===== src/rtl/root_arbiter_pkg.sv =====
// root_arbiter_pkg: shared FSM states and timing constants for the square-root arbiter
package root_arbiter_pkg;
  typedef enum logic [1:0] {IDLE, RUN, DONE} state_t;
  localparam int ROOT_ITER = 16;
  localparam int ROOT_LAT = 17;
endpackage


===== src/rtl/root_nonrestoring.sv =====
// root_nonrestoring: 16-iteration non-restoring integer square root, raw signed remainder out
module root_nonrestoring
  import root_arbiter_pkg::*;
(
  input  logic        clk,
  input  logic        clrn,
  input  logic        load,
  input  logic [31:0] d,
  output logic        ready,
  output logic [15:0] q,
  output logic [21:0] r
);
  logic [31:0] d_q, d_d;
  logic [21:0] r_q, r_d, r_sh, trial;
  logic [15:0] q_q, q_d;
  logic [4:0]  cnt_q, cnt_d;
  logic        ready_q, ready_d;
  // one root bit per cycle: shift in the next radicand pair, add or subtract by remainder sign
  always_comb begin
    r_sh = {r_q[19:0], d_q[31:30]};
    trial = r_q[21] ? r_sh + {4'b0, q_q, 2'b11} : r_sh - {4'b0, q_q, 2'b01};
    d_d = d_q;
    r_d = r_q;
    q_d = q_q;
    cnt_d = cnt_q;
    ready_d = ready_q;
    if (load) begin
      d_d = d;
      r_d = '0;
      q_d = '0;
      cnt_d = 5'(ROOT_ITER);
      ready_d = 1'b0;
    end else if (cnt_q != 5'd0) begin
      d_d = {d_q[29:0], 2'b00};
      r_d = trial;
      q_d = {q_q[14:0], ~trial[21]};
      cnt_d = cnt_q - 5'd1;
      ready_d = cnt_q == 5'd1;
    end
  end
  // iteration state registers
  always_ff @(posedge clk or negedge clrn) begin
    if (!clrn) begin
      d_q <= '0;
      r_q <= '0;
      q_q <= '0;
      cnt_q <= '0;
      ready_q <= 1'b0;
    end else begin
      d_q <= d_d;
      r_q <= r_d;
      q_q <= q_d;
      cnt_q <= cnt_d;
      ready_q <= ready_d;
    end
  end
  assign ready = ready_q;
  assign q = q_q;
  assign r = r_q;
endmodule


===== src/rtl/root_arbiter.sv =====
// root_arbiter: round-robin sharing of one square-root unit among NREQ requesters
module root_arbiter
  import root_arbiter_pkg::*;
#(
  parameter int NREQ = 4,
  localparam int IDW = $clog2(NREQ)
) (
  input  logic               clk,
  input  logic               clrn,
  input  logic [NREQ-1:0]    req_valid,
  input  logic [32*NREQ-1:0] req_d,
  output logic [NREQ-1:0]    req_ready,
  output logic               rsp_valid,
  input  logic               rsp_ready,
  output logic [IDW-1:0]     rsp_id,
  output logic [15:0]        rsp_q,
  output logic [16:0]        rsp_r,
  output logic               busy
);
  state_t           state_q, state_d;
  logic [IDW-1:0]   id_q, id_d, last_q, last_d, win;
  logic             first_q, first_d, load, u_ready;
  logic [15:0]      res_q_q, res_q_d, u_q;
  logic [16:0]      res_r_q, res_r_d, r_adj;
  logic [21:0]      u_r;
  logic [31:0]      u_d;

  function automatic logic [IDW-1:0] rr_pick(input logic [NREQ-1:0] v, input logic [IDW-1:0] last);
    logic [IDW-1:0] w;
    int idx;
    w = last;
    for (int k = NREQ; k >= 1; k--) begin
      idx = (int'(last) + k) % NREQ;
      if (v[idx]) w = IDW'(idx);
    end
    return w;
  endfunction

  root_nonrestoring u_root (
    .clk   (clk),
    .clrn  (clrn),
    .load  (load),
    .d     (u_d),
    .ready (u_ready),
    .q     (u_q),
    .r     (u_r)
  );

  // arbitration, issue and result capture; the cycle right after load never trusts unit ready
  always_comb begin
    win = rr_pick(req_valid, last_q);
    u_d = req_d[32*win +: 32];
    r_adj = u_r[21] ? 17'(u_r + {5'b0, u_q, 1'b1}) : u_r[16:0];
    state_d = state_q;
    id_d = id_q;
    last_d = last_q;
    first_d = 1'b0;
    res_q_d = res_q_q;
    res_r_d = res_r_q;
    req_ready = '0;
    load = 1'b0;
    case (state_q)
      IDLE: if (|req_valid) begin
        req_ready = NREQ'(1) << win;
        load = 1'b1;
        id_d = win;
        last_d = win;
        first_d = 1'b1;
        state_d = RUN;
      end
      RUN: if (!first_q && u_ready) begin
        res_q_d = u_q;
        res_r_d = r_adj;
        state_d = DONE;
      end
      DONE: if (rsp_ready) state_d = IDLE;
      default: state_d = IDLE;
    endcase
  end

  // control and result registers; last_id resets so requester 0 wins first
  always_ff @(posedge clk or negedge clrn) begin
    if (!clrn) begin
      state_q <= IDLE;
      id_q <= '0;
      last_q <= IDW'(NREQ - 1);
      first_q <= 1'b0;
      res_q_q <= '0;
      res_r_q <= '0;
    end else begin
      state_q <= state_d;
      id_q <= id_d;
      last_q <= last_d;
      first_q <= first_d;
      res_q_q <= res_q_d;
      res_r_q <= res_r_d;
    end
  end

  assign rsp_valid = state_q == DONE;
  assign busy = state_q != IDLE;
  assign rsp_id = id_q;
  assign rsp_q = res_q_q;
  assign rsp_r = res_r_q;
endmodule


===== config.mk =====
export PLATFORM = sky130hd
export DESIGN_NAME = root_arbiter
export DESIGN_NICKNAME = d
export VERILOG_FILES = /design/src/rtl/root_arbiter_pkg.sv /design/src/rtl/root_nonrestoring.sv /design/src/rtl/root_arbiter.sv
export SDC_FILE = /design/constraint.sdc
export NUM_CORES = 1
export LEC_CHECK = 0
export ABC_CLOCK_PERIOD_IN_PS = 4400
export BUFFER_PORTS_ARGS = -buffer_cell sky130_fd_sc_hd__buf_2
export CORE_MARGIN = 5
export CORE_UTILIZATION = 55
export DETAILED_ROUTE_END_ITERATION = 10
export GPL_ROUTABILITY_DRIVEN = 0
export GPL_TIMING_DRIVEN = 0
export PLACE_DENSITY = 0.81
export SYNTH_ARGS = -nofsm -noshare
export SYNTH_HDL_FRONTEND = slang
export SYNTH_SLANG_ARGS = --single-unit
export TNS_END_PERCENT = 30

===== constraint.sdc =====
create_clock -name clk -period 4.4 [get_ports clk]
set_clock_uncertainty 0.2 [all_clocks]
set_input_delay 0.88 -clock clk [delete_from_list [all_inputs] [get_ports clk]]
set_output_delay 0.88 -clock clk [all_outputs]
set_load 0.02 [all_outputs]

Word-level counts from Yosys, hierarchy flattened
Index checks and enable logic that the tools add are counted.
Widths: inputs -> output; s select.
Storage, ports and cells
  word-level logic and storage cells: 86
  input port bits: 135
  register bits after elaboration: 116
Operators by class
  shift-type cells: 2
  bitwise gates (word level): 5
  order comparisons: 4
  add/subtract/negate cells: 8
  multiplexer cells: 36
  eq/ne operators: 6
  reduce and logical (&&, ||, !) cells: 14
Operators with widths (number)
  $shiftx 128x8->32: 1
  $mux 22: 3
  $mux 32: 2
  $mux 16: 2
  $add 22x18->22: 1
  $sub 22x18->22: 1
  $add 17x17->17: 1
  $mux 17: 1
  $lt 3x4->1 const B: 4
  $mux 2: 7
  $mux 1: 12
  $mux 5: 2
  $bmux 1 s2: 4
  $mux 4: 2
  $reduce_or 2->1: 4
  $pmux 2 s3: 1
  $eq 5x1->1 const B: 1
  $reduce_bool 5->1: 1
  $sub 5x1->5 const B: 1
  $add 2x1->2 const B: 2
  $add 2x2->2 const B: 2
  $and 1x1->1 const A: 4
  $ne 2x2->1 const B: 2
  $reduce_and 2->1: 2
  other kinds (11): 12

Depth between registers and ports, before layout
Gate-level depths: netlist of the first run.
  word-level depth: 13
  depth in mapped cells: 12
  gate-level depth less buffers: 10

By module
From an unflattened synthesis of the first run, not the netlist that was laid out.
Second synthesis, totals
  cells, all modules: 977
  area, all modules: 8065.2 um^2
By module, submodules not included
  root_nonrestoring: area an instance 4533.1 um^2, instances 1, cells each 499, sequential area each 1901.8 um^2
  root_arbiter: area an instance 3532.1 um^2, instances 1, cells each 478, sequential area each 1003.5 um^2

Least setup slack after synthesis of the first run
Ideal clock, no wire load.
  kind: in2out
  start point: input port req_valid[1]
  end point: output port req_ready[1]
  buffers on the path: 2
  required time: 3.320 ns
  path slack: 1.040 ns
  stages: 7
  data arrival time: 2.280 ns
  cell sequence: inv_1 o21ai_0 a21oi_1 a221o_1 buf_2 buf_1 nor3_1
On the way
  word-level cells in the longest chain between the ends: 10
  elaborated cells on any way between the ends: 20
  classes of those cells: shift (1); mux (18); reduce/logical (1)
RTL lines
  from (decl): line root_arbiter.sv:10  | input logic [NREQ-1:0] req_valid,
  $bmux 1 s2: line root_arbiter.sv:34  | if (v[idx]) w = IDW'(idx);
  $mux 1 (not written as such) (2 in a row): line root_arbiter.sv:34
  $mux 2 (4 in a row): line root_arbiter.sv:34
  $shl 1x2->4: line root_arbiter.sv:64  | req_ready = NREQ'(1) << win;
  $mux 4 *: line root_arbiter.sv:63  | IDLE: if (|req_valid) begin
  $mux 4 *: line root_arbiter.sv:62  | case (state_q)
  to (decl): line root_arbiter.sv:12  | output logic [NREQ-1:0] req_ready,
Mark *: on every way between the ends. The rest lies on a longest branch, timed or not. The select of a mux whose other input is x is not followed.

Final worst setup path of the first run
  start point: register last_q[1]
  end point: output port req_ready[0]
On the way
  word-level cells in the longest chain between the ends: 11
  elaborated cells on any way between the ends: 23
  classes of those cells: add/sub (4); shift (1); mux (18)
RTL lines
  from (decl): line root_arbiter.sv:21  | logic [IDW-1:0] id_q, id_d, last_q, last_d, win;
  from (signal assigned): line root_arbiter.sv:86  | last_q <= IDW'(NREQ - 1);
  from (signal assigned): line root_arbiter.sv:93  | last_q <= last_d;
  $add 2x1->2: line root_arbiter.sv:33  | idx = (int'(last) + k) % NREQ;
  $bmux 1 s2: line root_arbiter.sv:34
  $mux 1 (not written as such) (2 in a row): line root_arbiter.sv:34
  $mux 2 (3 in a row): line root_arbiter.sv:34
  $mux 2 *: line root_arbiter.sv:34
  $shl 1x2->4 *: line root_arbiter.sv:64
  $mux 4 *: line root_arbiter.sv:63
  $mux 4 *: line root_arbiter.sv:62
Marks and branches as above.

==> impl_metrics.csv, run 1 <==
group,metric,value,unit
status,outcome,"finished clean",
floorplanning,die_x,128,um
floorplanning,core_area,13800,um2
setup_path,cp_max_fo,10,
cells_and_area,n_antenna_cell,0,
power_and_ir_drop,p_leak,4.76,nW
clock_tree,cts_sinks,115,
global_routing,antenna_found_initial,0,
synth,synth_enable_flop_cells,0,
route,wl_per_cell,17.2,um
cells_and_area,design_area,9390,um2
route,viasPerCell,5.65,
global_routing,grt_pass1_wl,36400,um
setup_path,crit_path_end_kind,"output pin",
power_and_ir_drop,ir_drop,0.495,mV
place,place_area,8770,um2
synth,syn_nets,1083,
clock_tree,holdBufCountCts,0,
clock_tree,root_buffer,"clkbuf_16",
synth,synth-main-ff-cell,"dfrtp_1",
route,drc,0,
sta,rsz0062_at_grt,"no",
job,drv_cap,0,
sta,setup_tns,0,ps
clock_tree,cts_max_level,4,
global_routing,gr-total-overflow,0,
cells_and_area,nets,1278,
floorplanning,initial_core_util,55.5,%
sta,max_freq,256,MHz
sta,slew_headroom,47.7,%
synth,async_reset_ff_share,100,%
place,dp_hpwl,16800,um
power_and_ir_drop,power.density,936,nW/um2
clock_tree,cts_buffer_depth,2,
floorplanning,io_pins,176,
sta,worst_pin_slew,785,ps
floorplanning,die_h,128,um
cells_and_area,drive_above_1_share,22.7,%
place,portBuffers,175,
setup_path,worstPathArrival,2830,ps
synth,ys_seq_area_share,37.7,%
clock_tree,postCtsSetupRepairBufs,0,
synth,netlist_instances,907,
setup_path,rr_worst_depth,12,
global_routing,track_usage,27.9,%
sta,fin_ws,486,ps
floorplanning,die_area,16300,um2
setup_path,crit_type,"register to output pin",
clock_tree,numCtsBuffers,17,
synth,ys_ff_latch,115,
route,dr_total_vias,7320,
setup_path,critPathLaunchType,"register",
clock_tree,clk_pin_slew,60,ps
synth,mappedNetlistArea,7640,um2
synth,synth_cell_types,59,
sta,finalSetupViolCount,0,
floorplanning,num_rows,43,
hold_path,hp-class,"input pin to asynchronous set/reset pin",
cells_and_area,areaGrowthSynthToFinish,22.9,%
clock_tree,cts_tree,"built",
route,drt-total-wl,22300,um
sta,post-route-period-util,88.9,%
route,antenna_left,0,
setup_path,crit_required,3320,ps
sta,min_period,3910,ps
global_routing,grt_max_degree,73,
clock_tree,clock_latency,420,ps
route,drtPass1Iterations,5,
sta,final_hold_viol_count,0,
route,drtIter0Drc,396,
synth,synth.avg_cell_area,8.42,um2
sta,drv_slew,0,
place,dp_slack,523,ps
synth,yosysWarnings,0,
global_routing,grt_pass1_vias,7505,
clock_tree,cts_resized,0,
## final timing paths
check	start	to	slack (ps)
hold / removal	clrn	rsp_q[10]	250
max in group asynchronous	clrn	last_q[1]	2970
hold reg to reg	rsp_id[0]	rsp_id[0]	300
min in group clk	rsp_id[0]	rsp_id[0]	300
setup reg to reg	u_root.r[21]	u_root.r[15]	510
setup / recovery	last_q[1]	req_ready[0]	490
## worst max-delay path, cell delays in order (launching register included)
cell and delay (ps):
dfstp_2 600, inv_2 50, nand2_1 110, a21boi_1 160, o22ai_1 90, a31oi_1 410
clkbuf_1 470, nand2_1 220, nor2_1 130, buf_2 170
## per-layer routing
layer,wire length [um],global-route usage (%)
met5,0,0
met1,9010,33.5
met2,11000,47.9
met3,1540,6.38
met4,781,11.9
## flip-flops by register name (all words and copies together) (netlist names)
register,flops
u_root.d_q,32
u_root.r,21
rsp_r,17
rsp_q,16
u_root.q,16
u_root.cnt_q,5
last_q,2
rsp_id,2
state_q,2
first_q,1
u_root.ready,1
## cell usage after synthesis (2+ instances only)
cell type	n	share of area, %
a211oi_1	10	0.98
a21o_1	12	1.2
a21oi_1	59	3.9
a21oi_2	2	0.23
a221o_1	2	0.26
a221oi_2	2	0.39
a22o_1	7	0.80
a31oi_1	11	0.90
and2_1	4	0.33
and3_1	3	0.25
and4_1	2	0.23
buf_1	15	0.74
buf_2	14	0.92
clkbuf_1	25	1.2
dfrtp_1	113	37
dfstp_2	2	0.69
ha_1	40	6.6
inv_1	15	0.74
mux2_2	20	2.9
mux2i_1	41	5.4
nand2_1	226	11
nand2b_1	4	0.33
nand3_1	35	2.3
nand4_1	2	0.16
nor2_1	37	1.8
nor2b_1	8	0.66
nor3_1	7	0.46
nor4_1	3	0.25
nor4b_1	2	0.23
o211ai_1	32	3.1
o21a_1	6	0.59
o21ai_0	35	2.3
o21ai_1	29	1.9
o21bai_1	6	0.59
or3_1	6	0.49
xnor2_1	36	4.1
xor2_1	12	1.4
## cell usage in the layout (no fill, tap or decap), types with 7 or more instances in the layout
master / n
clkbuf_1: 27
o211ai_1: 32
dfrtp_1: 113
ha_1: 40
xnor2_1: 36
mux2_2: 20
a211oi_1: 10
nand3_1: 35
inv_1: 15
o21ai_0: 35
o21ai_1: 29
a21o_1: 12
buf_1: 15
nor3_1: 7
buf_2: 188
clkbuf_16: 17
nor2_1: 37
mux2i_1: 41
a21oi_1: 59
a22o_1: 7
xor2_1: 12
a31oi_1: 11
nor2b_1: 8
nand2_1: 226
## logic make-up after synthesis
kind of cell / after synthesis / synth area share, %
buffers and inverters: 71 / 3.72
flip-flops: 115 / 37.7
multiplexers: 61 / 8.32
XOR/XNOR: 48 / 5.50
AO/OA/AOI/OAI: 226 / 18.7
adder cells (fa/ha/maj): 41 / 6.81
AND/OR/NAND/NOR: 345 / 19.2
## stage by stage
step                util, %  hold slack [ps]  power (W)  cells
global route           68.2              311    0.00951   1295
finish                 68.2              252    0.00878   1295
CTS                    68.2              277    0.00875   1295
detailed placement     63.7              283    0.00723   1263
floorplan                 -              266    0.00598    907
global placement       63.5              272    0.00707   1262
## area by class of cell
cell class              instances  area [um2]
multi-input cells             721        4480
fillers                      1184        4390
flip-flops and latches        115        2880
repair buffers                176         906
clock buffers                  19         433
well taps                     180         225
plain buffers                  54         220
clock inverters                13         184
inverters                      17        63.8
## power by group
part	internal, W	switching (W)
sequential	0.00157	0.000440
clock	0.000944	0.000507
combinational	0.00223	0.00309
total	0.00475	0.00404
Note: power is estimated with default switching activity, not from simulation.
==> run 2, diff against run 1 <==
--- a/config.mk
+++ b/config.mk
@@ -5,14 +5,14 @@
 export SDC_FILE = /design/constraint.sdc
 export NUM_CORES = 1
 export LEC_CHECK = 0
-export ABC_CLOCK_PERIOD_IN_PS = 4400
+export ABC_CLOCK_PERIOD_IN_PS = 3300
 export BUFFER_PORTS_ARGS = -buffer_cell sky130_fd_sc_hd__buf_2
 export CORE_MARGIN = 5
-export CORE_UTILIZATION = 55
+export CORE_UTILIZATION = 50
 export DETAILED_ROUTE_END_ITERATION = 10
 export GPL_ROUTABILITY_DRIVEN = 0
 export GPL_TIMING_DRIVEN = 0
-export PLACE_DENSITY = 0.81
+export PLACE_DENSITY = 0.78
 export SYNTH_ARGS = -nofsm -noshare
 export SYNTH_HDL_FRONTEND = slang
 export SYNTH_SLANG_ARGS = --single-unit
==> constraint.sdc (replaced) <==
create_clock -name clk -period 3.3 [get_ports clk]
set_clock_uncertainty 0.2 [all_clocks]
set_input_delay 0.66 -clock clk [delete_from_list [all_inputs] [get_ports clk]]
set_output_delay 0.66 -clock clk [all_outputs]
set_load 0.02 [all_outputs]
==> impl_metrics.csv, run 2 (synthesized netlist as in run 1, its figures left out) <==
group,metric,value,unit
route,dr_total_vias,7239,
clock_tree,numCtsBuffers,17,
floorplanning,die_area,17900,um2
floorplanning,core_area,15100,um2
cells_and_area,largest_reg_flops,32,
sta,worst_pin_slew,793,ps
power_and_ir_drop,p_leak,4.85,nW
place,dp_hpwl,16900,um
job,drv_cap,0,
clock_tree,cts_tree,"built",
place,portBuffers,175,
cells_and_area,fin_util,62.9,%
sta,final_hold_viol_count,0,
clock_tree,root_buffer,"clkbuf_16",
route,viasPerCell,5.54,
route,antenna_left,0,
setup_path,slowest_delay,610,ps
clock_tree,cts_max_level,4,
cells_and_area,regMostFlops,"u_root.d_q",
cells_and_area,n_antenna_cell,0,
power_and_ir_drop,power.density,1230,nW/um2
route,drt-total-wl,22000,um
global_routing,gr-total-overflow,0,
route,drc,0,
sta,finalSetupViolCount,0,
setup_path,cp_slowest_cell,"dfstp_2",
clock_tree,cts_sinks,115,
place,place_area,8780,um2
setup_path,cp_max_fo,10,
setup_path,critical_path.cell_chain,"inv_2, nand2_1, a21boi_1, o22ai_1, a31oi_2, buf_4, buf_6, buf_6, nor3_1, buf_2",
sta,slew_headroom,46.9,%
setup_path,worstPathArrival,2370,ps
floorplanning,io_pins,176,
floorplanning,die_x,134,um
sta,min_period,3230,ps
cells_and_area,final_cell_mix,"nand2_1, buf_2, dfrtp_1, a21oi_1, mux2i_1",
setup_path,crit_type,"register to output pin",
setup_path,crit_path_end_kind,"output pin",
setup_path,critPathLaunchType,"register",
sta,drv_slew,0,
floorplanning,num_rows,45,
status,outcome,"finished clean",
cells_and_area,nets,1282,
hold_path,hp-class,"register to register",
clock_tree,clk_pin_slew,50,ps
cells_and_area,areaGrowthSynthToFinish,24.3,%
setup_path,crit_required,2440,ps
sta,post-route-period-util,97.9,%
global_routing,grt_max_degree,87,
floorplanning,die_h,134,um
power_and_ir_drop,ir_drop,0.710,mV
global_routing,antenna_found_initial,0,
setup_path,path_buf_inv,5,
cells_and_area,design_area,9500,um2
cells_and_area,drive_above_1_share,24.1,%
global_routing,track_usage,24.9,%
route,drtIter0Drc,430,
sta,max_freq,309,MHz
global_routing,grt_pass1_vias,7105,
setup_path,cp_top_family,"buffers and inverters",
cells_and_area,fill_cells,1352,
clock_tree,clock_latency,430,ps
setup_path,crit_top_cell,"buf_6",
route,wl_per_cell,16.8,um
global_routing,grt_pass1_wl,35500,um
floorplanning,initial_core_util,50.6,%
cells_and_area,layout_commonest_cell,"nand2_1",
clock_tree,cts_buffer_depth,2,
route,drtPass1Iterations,5,
[run 2: cell type report]
class	instances	area (um2)	area share (%)
inverters	17	63.8	0.672
flip-flops and latches	115	2880	30.3
clock inverters	11	133	1.40
well taps	188	235	2.48
multi-input cells	721	4520	47.5
plain buffers	53	249	2.62
clock buffers	21	470	4.95
repair buffers	181	950	10.0
[run 2: where the power goes]
group	total (W)	switching, W	internal [W]
Clock	0.00188	0.000648	0.00123
Combinational	0.00716	0.00408	0.00308
Sequential	0.00268	0.000587	0.00209
[run 2: final timing paths]
path	from	end	slack, ps	cells past startpoint
worst min register to register	rsp_id[1]	rsp_id[1]	280	2
worst max register to register	u_root.r[21]	u_root.r[16]	200	12
min in group asynchronous	clrn	rsp_q[10]	480	2
worst max-delay path	last_q[1]	req_ready[1]	70	10
worst min-delay path	rsp_id[1]	rsp_id[1]	280	2
max in group asynchronous	clrn	rsp_r[1]	1710	3
[run 2: metrics by stage]
step                total power (W)  setup TNS [ps]  hold slack, ps  std cells  setup slack [ps]
floorplan                   0.00797               0             164        907               266
global placement            0.00945           -2220             259       1270              -398
detailed placement          0.00961           -2380             269       1271              -415
CTS                          0.0116           -39.7             282       1304             -20.7
global route                 0.0127            -336             303       1307              -101
finish                       0.0117               0             277       1307              67.8
[run 2: per-layer routing]
metal	wire length [um]	vias up	GRT usage, %
li1	-	3576	-
met1	9270	3355	30.7
met2	10600	267	42.1
met3	1530	41	5.78
met4	576	0	10.2
met5	0	-	0
[run 2: what timing repair did]
action / 4_1_cts / 5_1_grt
endpoints found under the hold margin: 29 / 0
buffers inserted: 1 / 3
pin swaps: 0 / 1
gates resized for setup: 11 / 14
hold buffers: 1 / 0
setup endpoints to repair: 13 / 8
gates cloned: 0 / 0
[run 2: worst min-delay path: stages, from the launching register on]
cell     delay [ps]
dfrtp_1         340
nand2_1          40
o21ai_0          60
==> run 3, diff against run 2 <==
==> constraint.sdc (replaced) <==
create_clock -name clk -period 3.3 [get_ports clk]
set_clock_uncertainty 0.2 [all_clocks]
set_input_delay 0.33 -clock clk [delete_from_list [all_inputs] [get_ports clk]]
set_output_delay 0.33 -clock clk [all_outputs]
set_load 0.05 [all_outputs]
==> impl_metrics.csv, run 3 (synthesized netlist as in run 1, its figures left out) <==
group,metric,value,unit
power_and_ir_drop,ir_drop,0.702,mV
global_routing,track_usage,24.9,%
sta,rsz0062_at_grt,"no",
clock_tree,cts_sinks,115,
global_routing,antenna_found_initial,0,
setup_path,r2r_end,"u_root.r[16]",
global_routing,grt_max_degree,87,
setup_path,crit_top_cell,"buf_2",
setup_path,critPathLaunchType,"register",
setup_path,crit_type,"register to output pin",
route,dr_total_vias,7256,
setup_path,crit_path_end_kind,"output pin",
power_and_ir_drop,internal-power,0.00636,W
sta,final_hold_viol_count,0,
setup_path,rrSetupSlack,180,ps
clock_tree,clock_latency,420,ps
global_routing,gr-total-overflow,0,
sta,worst_pin_slew,780,ps
sta,finalSetupViolCount,0,
job,drv_cap,0,
sta,post-route-period-util,95.7,%
setup_path,worstPathArrival,2630,ps
setup_path,cp_slowest_cell,"dfstp_2",
global_routing,grt_pass1_wl,35600,um
setup_path,crit_required,2770,ps
place,placed_cells,1271,
clock_tree,numCtsBuffers,17,
power_and_ir_drop,p_leak,4.82,nW
cells_and_area,final_cell_mix,"nand2_1, buf_2, dfrtp_1, a21oi_1, mux2i_1",
cells_and_area,nets,1280,
place,portBuffers,175,
cells_and_area,drive_above_1_share,23.7,%
power_and_ir_drop,p_sw_share,47.4,%
power_and_ir_drop,p_clk_share,15.5,%
power_and_ir_drop,p_seq_share,22.2,%
setup_path,slowest_delay,580,ps
clock_tree,cts_tree,"built",
cells_and_area,largest_reg_flops,32,
sta,drv_slew,0,
cells_and_area,regMostFlops,"u_root.d_q",
setup_path,critical_path.cell_chain,"nor2b_1, a221o_1, buf_2, buf_1, nor3_1, buf_2",
floorplanning,core_area,15100,um2
route,viasPerCell,5.56,
sta,min_period,3160,ps
hold_path,hp-class,"input pin to register",
setup_path,rr_worst_depth,12,
route,drtPass1Iterations,4,
cells_and_area,layout_commonest_cell,"nand2_1",
hold_path,holdPathEnd,"u_root.d_q[17]",
hold_path,hp-start,"req_d[113]",
status,outcome,"finished clean",
power_and_ir_drop,power.switching,0.00574,W
cells_and_area,finalNonFillerCells,1305,
clock_tree,clk_pin_slew,50,ps
sta,max_freq,317,MHz
floorplanning,die_x,134,um
floorplanning,die_area,17900,um2
route,antenna_left,0,
hold_path,whs_path_depth,5,
cells_and_area,n_antenna_cell,0,
sta,slew_headroom,47.8,%
floorplanning,die_h,134,um
route,drc,0,
route,wl_per_cell,16.8,um
floorplanning,io_pins,176,
setup_path,cp_max_fo,10,
cells_and_area,fin_util,62.7,%
cells_and_area,areaGrowthSynthToFinish,23.7,%
power_and_ir_drop,power.density,1280,nW/um2
power_and_ir_drop,pwr-share-comb,62.3,%
route,drtIter0Drc,451,
global_routing,grt_pass1_vias,7125,
setup_path,rr_startpoint,"u_root.r[21]",
floorplanning,initial_core_util,50.6,%
clock_tree,root_buffer,"clkbuf_16",
route,drt-total-wl,21900,um
clock_tree,cts_buffer_depth,2,
place,dp_hpwl,16900,um
clock_tree,cts_max_level,4,
floorplanning,num_rows,45,
## run 3: power by group through the flow
stage	clock [W]	sequential (W)	combinational [W]
floorplan	0	0.00313	0.00528
global placement	0	0.00266	0.00723
detailed placement	0	0.00268	0.00737
CTS	0.00190	0.00267	0.00744
global route	0.00197	0.00276	0.00834
finish	0.00188	0.00268	0.00753
## run 3: metrics by stage
| stage | TNS, ps | total power, W | hold WS [ps] | setup WS (ps) | cell area [um2] |
|---|---|---|---|---|---|
| 2_1_floorplan | 0 | 0.00840 | -166 | 266 | 7640 |
| 3_3_place_gp | -2120 | 0.00989 | 259 | -398 | 8750 |
| 3_5_place_dp | -2270 | 0.0101 | 22.2 | -415 | 8780 |
| 4_1_cts | 0 | 0.0120 | 35.6 | 38.5 | 9420 |
| 5_1_grt | 0 | 0.0131 | 82.3 | 5.41 | 9450 |
| 6_report | 0 | 0.0121 | 46.2 | 143 | 9450 |
## run 3: cell type report
type / count / area, um2
fillers: 1361 / 5640
multi-input cells: 721 / 4510
flip-flops and latches: 115 / 2880
repair buffers: 178 / 930
clock buffers: 21 / 470
well taps: 188 / 235
plain buffers: 54 / 231
clock inverters: 11 / 133
inverters: 17 / 63.8
## run 3: worst max path at each step
stage | start | end | slack [ps] | depth (start not counted)
6_report | last_q[0] | req_ready[1] | 140 | 6
5_1_grt | u_root.r[21] | u_root.r[21] | 5 | 12
4_1_cts | last_q[1] | req_ready[1] | 40 | 9
3_5_place_dp | u_root.r[21] | u_root.r[18] | -420 | 12
3_3_place_gp | u_root.r[21] | u_root.r[18] | -400 | 12
2_1_floorplan | u_root.r[21] | u_root.r[21] | 270 | 12
## run 3: repair_timing
item                       in CTS  in global routing
pin swaps                       0                  2
setup endpoints to repair      11                  8
setup buffers                   0                  0
hold endpoints to repair      114                  0
resized for setup               7                  8
hold buffers                    2                  0
## run 3: metal layers
layer | part of all wire (%) | vias to the layer above | global-route usage, % | wire [um]
met1 | 42 | 3357 | 30.7 | 9200
met2 | 48 | 285 | 42.0 | 10500
met4 | 3.0 | 0 | 10.6 | 648
met3 | 7.1 | 46 | 5.82 | 1550
li1 | - | 3568 | - | -
met5 | 0 | - | 0 | 0
## run 3: critical path, delay by kind of cell (launching register included)
kind / cells / cell delay (ps)
flops: 1 / 580
compound gates: 1 / 390
buf+inv: 3 / 800
simple gates: 2 / 430
